### src/rtl/light_sensor_pkg.sv
`default_nettype none
// +----------------------------------------------------------------------------+
// | light_sensor_pkg                                                            |
// | Shared types and constants for the light sensor front end.                  |
// | Revision: 1.0                                                               |
// +----------------------------------------------------------------------------+
package light_sensor_pkg;

  typedef enum logic [2:0] {
    ST_IDLE  = 3'd0,
    ST_SETUP = 3'd1,
    ST_SHIFT = 3'd2,
    ST_HOLD  = 3'd3,
    ST_DONE  = 3'd4
  } spi_state_t;

  localparam logic DAY   = 1'b0;
  localparam logic NIGHT = 1'b1;

  // Bits needed to hold values 0..max_val, never less than one.
  function automatic int width_for(input int max_val);
    return (max_val < 2) ? 1 : $clog2(max_val + 1);
  endfunction

endpackage
`default_nettype wire

### src/rtl/light_adc_spi_rx.sv
`default_nettype none
// +----------------------------------------------------------------------------+
// | light_adc_spi_rx                                                            |
// | SPI mode-0 receiver: CS/SCLK sequencing and MSB-first capture of one word.  |
// | Revision: 1.0                                                               |
// +----------------------------------------------------------------------------+
module light_adc_spi_rx
  import light_sensor_pkg::*;
#(
  parameter int CLK_DIV   = 4,
  parameter int ADC_BITS  = 10,
  parameter int LEAD_BITS = 3
) (
  input  logic                clk,
  input  logic                rst_n,
  input  logic                i_start,
  input  logic                i_miso,
  output logic                o_sclk,
  output logic                o_cs_n,
  output logic                o_busy,
  output logic                o_ready,
  output logic                o_finish,
  output logic [ADC_BITS-1:0] o_word
);

  localparam int c_n_bits = LEAD_BITS + ADC_BITS;
  localparam int c_div_w  = width_for(CLK_DIV - 1);
  localparam int c_bit_w  = width_for(c_n_bits - 1);

  localparam logic [c_div_w-1:0] c_div_last = c_div_w'(CLK_DIV - 1);
  localparam logic [c_bit_w-1:0] c_bit_last = c_bit_w'(c_n_bits - 1);
  localparam logic [c_bit_w-1:0] c_lead     = c_bit_w'(LEAD_BITS);

  spi_state_t          r_state;
  logic [c_div_w-1:0]  r_div;
  logic [c_bit_w-1:0]  r_bit;
  logic [ADC_BITS-1:0] r_shift;
  logic                r_sclk;
  logic                r_cs_n;
  logic                r_busy;
  logic                w_div_end;

  assign w_div_end = (r_div == c_div_last);

  always_ff @(posedge clk) begin
    if (!rst_n) begin
      r_state <= ST_IDLE;
      r_div   <= '0;
      r_bit   <= '0;
      r_shift <= '0;
      r_sclk  <= 1'b0;
      r_cs_n  <= 1'b1;
      r_busy  <= 1'b0;
    end else begin
      case (r_state)
        // DONE accepts a start directly so back-to-back frames keep CS high one cycle.
        ST_IDLE, ST_DONE: begin
          r_div  <= '0;
          r_bit  <= '0;
          r_sclk <= 1'b0;
          if (i_start) begin
            r_state <= ST_SETUP;
            r_cs_n  <= 1'b0;
            r_busy  <= 1'b1;
          end else begin
            r_state <= ST_IDLE;
            r_cs_n  <= 1'b1;
            r_busy  <= 1'b0;
          end
        end
        ST_SETUP: begin
          if (w_div_end) begin
            r_div   <= '0;
            r_state <= ST_SHIFT;
          end else begin
            r_div <= r_div + 1'b1;
          end
        end
        ST_SHIFT: begin
          // Capture during the first high cycle of each SCLK period.
          if (r_sclk && (r_div == '0) && (r_bit >= c_lead)) begin
            r_shift <= {r_shift[ADC_BITS-2:0], i_miso};
          end
          if (w_div_end) begin
            r_div  <= '0;
            r_sclk <= ~r_sclk;
            if (r_sclk) begin
              if (r_bit == c_bit_last) begin
                r_state <= ST_HOLD;
              end else begin
                r_bit <= r_bit + 1'b1;
              end
            end
          end else begin
            r_div <= r_div + 1'b1;
          end
        end
        ST_HOLD: begin
          if (w_div_end) begin
            r_div   <= '0;
            r_state <= ST_DONE;
            r_cs_n  <= 1'b1;
          end else begin
            r_div <= r_div + 1'b1;
          end
        end
        default: begin
          r_state <= ST_IDLE;
          r_cs_n  <= 1'b1;
          r_sclk  <= 1'b0;
          r_busy  <= 1'b0;
        end
      endcase
    end
  end

  assign o_sclk   = r_sclk;
  assign o_cs_n   = r_cs_n;
  assign o_busy   = r_busy;
  assign o_ready  = (r_state == ST_IDLE) || (r_state == ST_DONE);
  assign o_finish = (r_state == ST_HOLD) && w_div_end;
  assign o_word   = r_shift;

endmodule
`default_nettype wire

### src/rtl/light_sensor_frontend.sv
`default_nettype none
// +----------------------------------------------------------------------------+
// | light_sensor_frontend                                                       |
// | Periodic ADC sampling with hysteresis/dwell filtering into a day/night flag.|
// | Optional 4-sample averaging when LIGHT_SENSOR_AVG_EN is defined.            |
// | Revision: 1.0                                                               |
// +----------------------------------------------------------------------------+
module light_sensor_frontend
  import light_sensor_pkg::*;
#(
  parameter int CLK_DIV       = 4,
  parameter int SAMPLE_PERIOD = 1000,
  parameter int ADC_BITS      = 10,
  parameter int LEAD_BITS     = 3,
  parameter int DARK_TH       = 200,
  parameter int BRIGHT_TH     = 300,
  parameter int DWELL         = 3
) (
  input  logic                clk_in,
  input  logic                reset_n,
  input  logic                adc_miso,
  output logic                adc_sclk,
  output logic                adc_cs_n,
  output logic                light_sensor,
  output logic [ADC_BITS-1:0] sample_data,
  output logic                sample_valid,
  output logic                busy
);

  localparam int c_per_w = width_for(SAMPLE_PERIOD - 1);
  localparam int c_str_w = width_for(DWELL);

  localparam logic [c_per_w-1:0]  c_per_last  = c_per_w'(SAMPLE_PERIOD - 1);
  localparam logic [c_str_w-1:0]  c_dwell     = c_str_w'(DWELL);
  localparam logic [ADC_BITS-1:0] c_dark_th   = ADC_BITS'(DARK_TH);
  localparam logic [ADC_BITS-1:0] c_bright_th = ADC_BITS'(BRIGHT_TH);

  logic [c_per_w-1:0]  r_period;
  logic                r_pending;
  logic                w_request;
  logic                w_start;
  logic                w_rx_ready;
  logic                w_finish;
  logic [ADC_BITS-1:0] w_raw;
  logic [ADC_BITS-1:0] w_cmp;

  assign w_request = (r_period == c_per_last);
  assign w_start   = w_request | r_pending;

  always_ff @(posedge clk_in) begin
    if (!reset_n) begin
      r_period  <= '0;
      r_pending <= 1'b0;
    end else begin
      r_period <= w_request ? '0 : r_period + 1'b1;
      // At most one start is remembered while a conversion is in flight.
      if (w_start && w_rx_ready) begin
        r_pending <= 1'b0;
      end else if (w_request) begin
        r_pending <= 1'b1;
      end
    end
  end

  light_adc_spi_rx #(
    .CLK_DIV   (CLK_DIV),
    .ADC_BITS  (ADC_BITS),
    .LEAD_BITS (LEAD_BITS)
  ) u_spi_rx (
    .clk      (clk_in),
    .rst_n    (reset_n),
    .i_start  (w_start),
    .i_miso   (adc_miso),
    .o_sclk   (adc_sclk),
    .o_cs_n   (adc_cs_n),
    .o_busy   (busy),
    .o_ready  (w_rx_ready),
    .o_finish (w_finish),
    .o_word   (w_raw)
  );

`ifdef LIGHT_SENSOR_AVG_EN
  // Three previous samples; the fourth window entry is the incoming one.
  logic [ADC_BITS-1:0] r_win0;
  logic [ADC_BITS-1:0] r_win1;
  logic [ADC_BITS-1:0] r_win2;
  logic                r_win_full;
  logic [ADC_BITS+1:0] w_sum;

  always_comb begin
    if (r_win_full) begin
      w_sum = {2'b00, w_raw} + {2'b00, r_win0} + {2'b00, r_win1} + {2'b00, r_win2};
    end else begin
      w_sum = {w_raw, 2'b00};
    end
  end

  assign w_cmp = w_sum[ADC_BITS+1:2];

  always_ff @(posedge clk_in) begin
    if (!reset_n) begin
      r_win0     <= '0;
      r_win1     <= '0;
      r_win2     <= '0;
      r_win_full <= 1'b0;
    end else if (w_finish) begin
      r_win0     <= w_raw;
      r_win1     <= r_win_full ? r_win0 : w_raw;
      r_win2     <= r_win_full ? r_win1 : w_raw;
      r_win_full <= 1'b1;
    end
  end
`else
  assign w_cmp = w_raw;
`endif

  logic               r_light;
  logic [c_str_w-1:0] r_streak;
  logic [ADC_BITS-1:0] r_data;
  logic               r_valid;
  logic               w_dark;
  logic               w_bright;
  logic               w_qualify;
  logic [c_str_w-1:0] w_streak_inc;

  // Threshold-equal values are neutral in both directions.
  assign w_dark       = (w_cmp < c_dark_th);
  assign w_bright     = (w_cmp > c_bright_th);
  assign w_qualify    = (r_light == DAY) ? w_dark : w_bright;
  assign w_streak_inc = r_streak + 1'b1;

  always_ff @(posedge clk_in) begin
    if (!reset_n) begin
      r_light  <= DAY;
      r_streak <= '0;
      r_data   <= '0;
      r_valid  <= 1'b0;
    end else begin
      r_valid <= w_finish;
      if (w_finish) begin
        r_data <= w_cmp;
        if (!w_qualify) begin
          r_streak <= '0;
        end else if (w_streak_inc >= c_dwell) begin
          r_streak <= '0;
          r_light  <= (r_light == DAY) ? NIGHT : DAY;
        end else begin
          r_streak <= w_streak_inc;
        end
      end
    end
  end

  assign light_sensor = r_light;
  assign sample_data  = r_data;
  assign sample_valid = r_valid;

endmodule
`default_nettype wire
### config.mk
export PLATFORM = sky130hd
export DESIGN_NAME = light_sensor_frontend
export DESIGN_NICKNAME = d
export VERILOG_FILES = /design/src/rtl/light_sensor_pkg.sv /design/src/rtl/light_adc_spi_rx.sv /design/src/rtl/light_sensor_frontend.sv
export SDC_FILE = /design/constraint.sdc
export NUM_CORES = 1
export LEC_CHECK = 0
export CORE_UTILIZATION = 56
export CTS_BUF_LIST = sky130_fd_sc_hd__clkbuf_4 sky130_fd_sc_hd__clkbuf_8 sky130_fd_sc_hd__clkbuf_16
export DETAILED_ROUTE_END_ITERATION = 8
export GPL_ROUTABILITY_DRIVEN = 0
export HOLD_SLACK_MARGIN = 0.08
export PLACE_DENSITY_LB_ADDON = 0.25
export SLEW_MARGIN = 20
export SYNTH_ARGS = -nofsm -noshare
export SYNTH_HDL_FRONTEND = slang
export SYNTH_SLANG_ARGS = --single-unit
### constraint.sdc
create_clock -name clk_in -period 2.5 [get_ports clk_in]
set_input_delay 0.625 -clock clk_in [delete_from_list [all_inputs] [get_ports clk_in]]
set_output_delay 0.625 -clock clk_in [all_outputs]
set_load 0.03 [all_outputs]
==> run metrics <==
outcome finished clean; grt total ovfl 0; Rel. slew slack 40.1%; nets 250; share of cells above drive strength 1 5.76%; syn nets ~230; CTS Buf Count 5; Die Y roughly 60 µm; Cell Area, Placed ~2200 µm²; placed cell count about 280; via count ~1600; most frequent cells in the layout dfxtp_1 (47), nand2_1 (30), nor2_1 (20); Finished Layout Cells between 200 and 300; R2R Setup Slk 600 ps; number of global-route vias before repair roughly 1300; Initial DRT Pass Iterations 4; top routing layer in use met4; CP top delay family buffers and inverters; DRC 0; setup_tns 0 ps; most common cell after layout, fill and taps aside dfxtp_1; Cell Area, Synth between 1500 and 2000 µm²; number of I/O pins 18; Worst EP required 1880 ps; Seq cells post-synth 47; clock skew 6.25 ps; std cell rows 21; met2 routed WL around 1.5 mm; final instance area ~2300 µm²; post-cts resize count 0; crit start category register; H-tree Lvls 2; M1 wire length approximately 1.9 mm; fmax slightly below 500 MHz; Post-Route WL approximately 3.5 mm; setup ws final around 420 ps; Clk Latency, worst-skew pair between 300 and 400 ps; DR vias/cell about 5.5; Distinct cells, synth 38; Routed WL per cell about 12 µm; Die Wd ~60 µm; IO buf count 17; Avg Cell Area, Syn between 8 and 9 µm²; Root Driver clkbuf_4; Fin. Hold Viols 0; clock sink count 47; CTS Hold Buffers Added 0; sequential fraction of the synthesis area between 40% and 50%; arrival time at the worst endpoint 1460 ps; initial core utilization between 50% and 60%; number of max-cap violations 0; antenna violations before repair 0; crit-path cells clkdlybuf4s50_1; Slew Viols, Final 0; pre-CTS WS approximately 550 ps; Max FO, Critical Path 6; largest net degree at the start of global routing 18; Max IR drop VDD roughly 400 µV; crit-path max cell delay just under 700 ps; FFs w/ async S/R, synth 0%; first-pass GRT wire length 5.63 mm; Synth Flop Type dfxtp_1; Detail Route Antenna Nets 0; Tmin final around 2100 ps; Layout area overhead 15.3%; Mapped Cells 223; Crit Path Category reg2out; Reg area around 940 µm²; Multi-input gate area between 900 and 1000 µm²; Tightest Hold Check Type reg2reg; warnings from Yosys 0; Core Area around 3400 µm²; CTS tree built; P_leak a little under 0.0008 µW; EDFF count, synth 0; # diodes 0; slowest CP cell clkdlybuf4s50_1; RSZ-0062 raised after global routing false; DP Wirelength between 2 and 2.5 mm; Clock transition at path regs between 100 and 150 ps; gr usage total about a fifth; Post CTS Setup Buffer Count 0; Power Dens Cells around 550 nW/µm²; initial drt markers between 70 and 80; final period utilization 83.2%; final setup vio count 0; actual slew at the worst max-slew pin roughly 890 ps; crit path capture type output port; die area about 3800 µm²; Detail Route met3 WL between 90 and 100 µm; clk buf depth 2; fillers 306; CP Buf/Inv Count 1
[Yosys cell counts (3+ instances only)]
cell type | number | area share (%)
a21boi_0 | 5 | 1.9
a21oi_1 | 13 | 3.3
and2_1 | 4 | 1.3
and3_1 | 3 | 0.95
buf_2 | 3 | 0.76
clkbuf_1 | 5 | 0.95
dfxtp_1 | 47 | 47
ha_1 | 5 | 3.2
inv_1 | 9 | 1.7
mux2i_1 | 11 | 5.6
nand2_1 | 30 | 5.7
nand3_1 | 8 | 2.0
nor2_1 | 20 | 3.8
nor2b_1 | 4 | 1.3
nor3_1 | 6 | 1.5
nor3b_1 | 4 | 1.5
o211ai_1 | 3 | 1.1
o21ai_0 | 8 | 2.0
o31ai_1 | 4 | 1.5
xnor2_1 | 4 | 1.8
xor2_1 | 3 | 1.3
[worst reg2reg max path, stage by stage, from the launching register on]
cell and delay (ps):
dfxtp_1 400, inv_1 60, ha_1 190, and3_1 190
o31a_1 360, or4_1 480, a21oi_1 150
[power by group]
part / internal [µW] / switching [µW] / leakage [µW]
combinational: 9.97 / 15.2 / 0.000350
clock: 237 / 227 / 0.0000482
sequential: 753 / 3.92 / 0.000379
total: 999 / 246 / 0.000777
[routing by layer]
metal	vias up	track usage (%)
met5	-	0
met4	0	7.62
met3	2	5.67
met2	15	30.0
met1	746	27.8
li1	816	-
[worst paths after layout]
path                                       start                        endpoint  depth (start not counted)
setup / recovery    u_spi_rx.o_sclk$_SDFFE_PN0P_                        adc_sclk                          1
setup reg to reg  u_spi_rx.r_bit[0]$_SDFFE_PN0P_  u_spi_rx.r_bit[3]$_SDFFE_PN0P_                          6
hold / removal       sample_data[1]$_SDFFE_PN0P_     sample_data[1]$_SDFFE_PN0P_                          2
hold reg to reg      sample_data[1]$_SDFFE_PN0P_     sample_data[1]$_SDFFE_PN0P_                          2
[metrics by stage]
stage	utilization [%]	hold slack [ps]	power, µW
floorplan	-	430	790
global placement	65.4	449	798
detailed placement	65.4	451	799
CTS	67.9	469	1260
global route	67.9	484	1300
finish	67.9	465	1250
[state kept, by name, indices dropped and copies added, names as in the netlist, 2 cells and up]
name / cells
u_spi_rx.r_state: 3
u_spi_rx.r_div: 2
u_spi_rx.o_word: 10
r_period: 10
r_streak: 2
sample_data: 10
u_spi_rx.r_bit: 4
[cell type report]
type | instances | share of cell area, %
Clock buffer | 6 | 2.25
Clock inverter | 2 | 1.53
Inverter | 9 | 1.48
Multi-Input combinational cell | 158 | 42.3
Sequential cell | 47 | 41.2
Tap cell | 46 | 2.52
Timing Repair Buffer | 21 | 8.76
[cell families (layout without fill, tap and decap cells)]
logic type	after synthesis	after routing	share of synthesized area, %
AOI/OAI and AO/OA	41	41	13.3
and+or+nand+nor	94	94	23.6
xor gates and xnor gates	7	7	3.09
adders and majority gates	5	5	3.16
muxes	11	11	5.56
DFF	47	47	47.5
buffers and inverters	18	38	3.79
(Power assumes the default switching activity.)
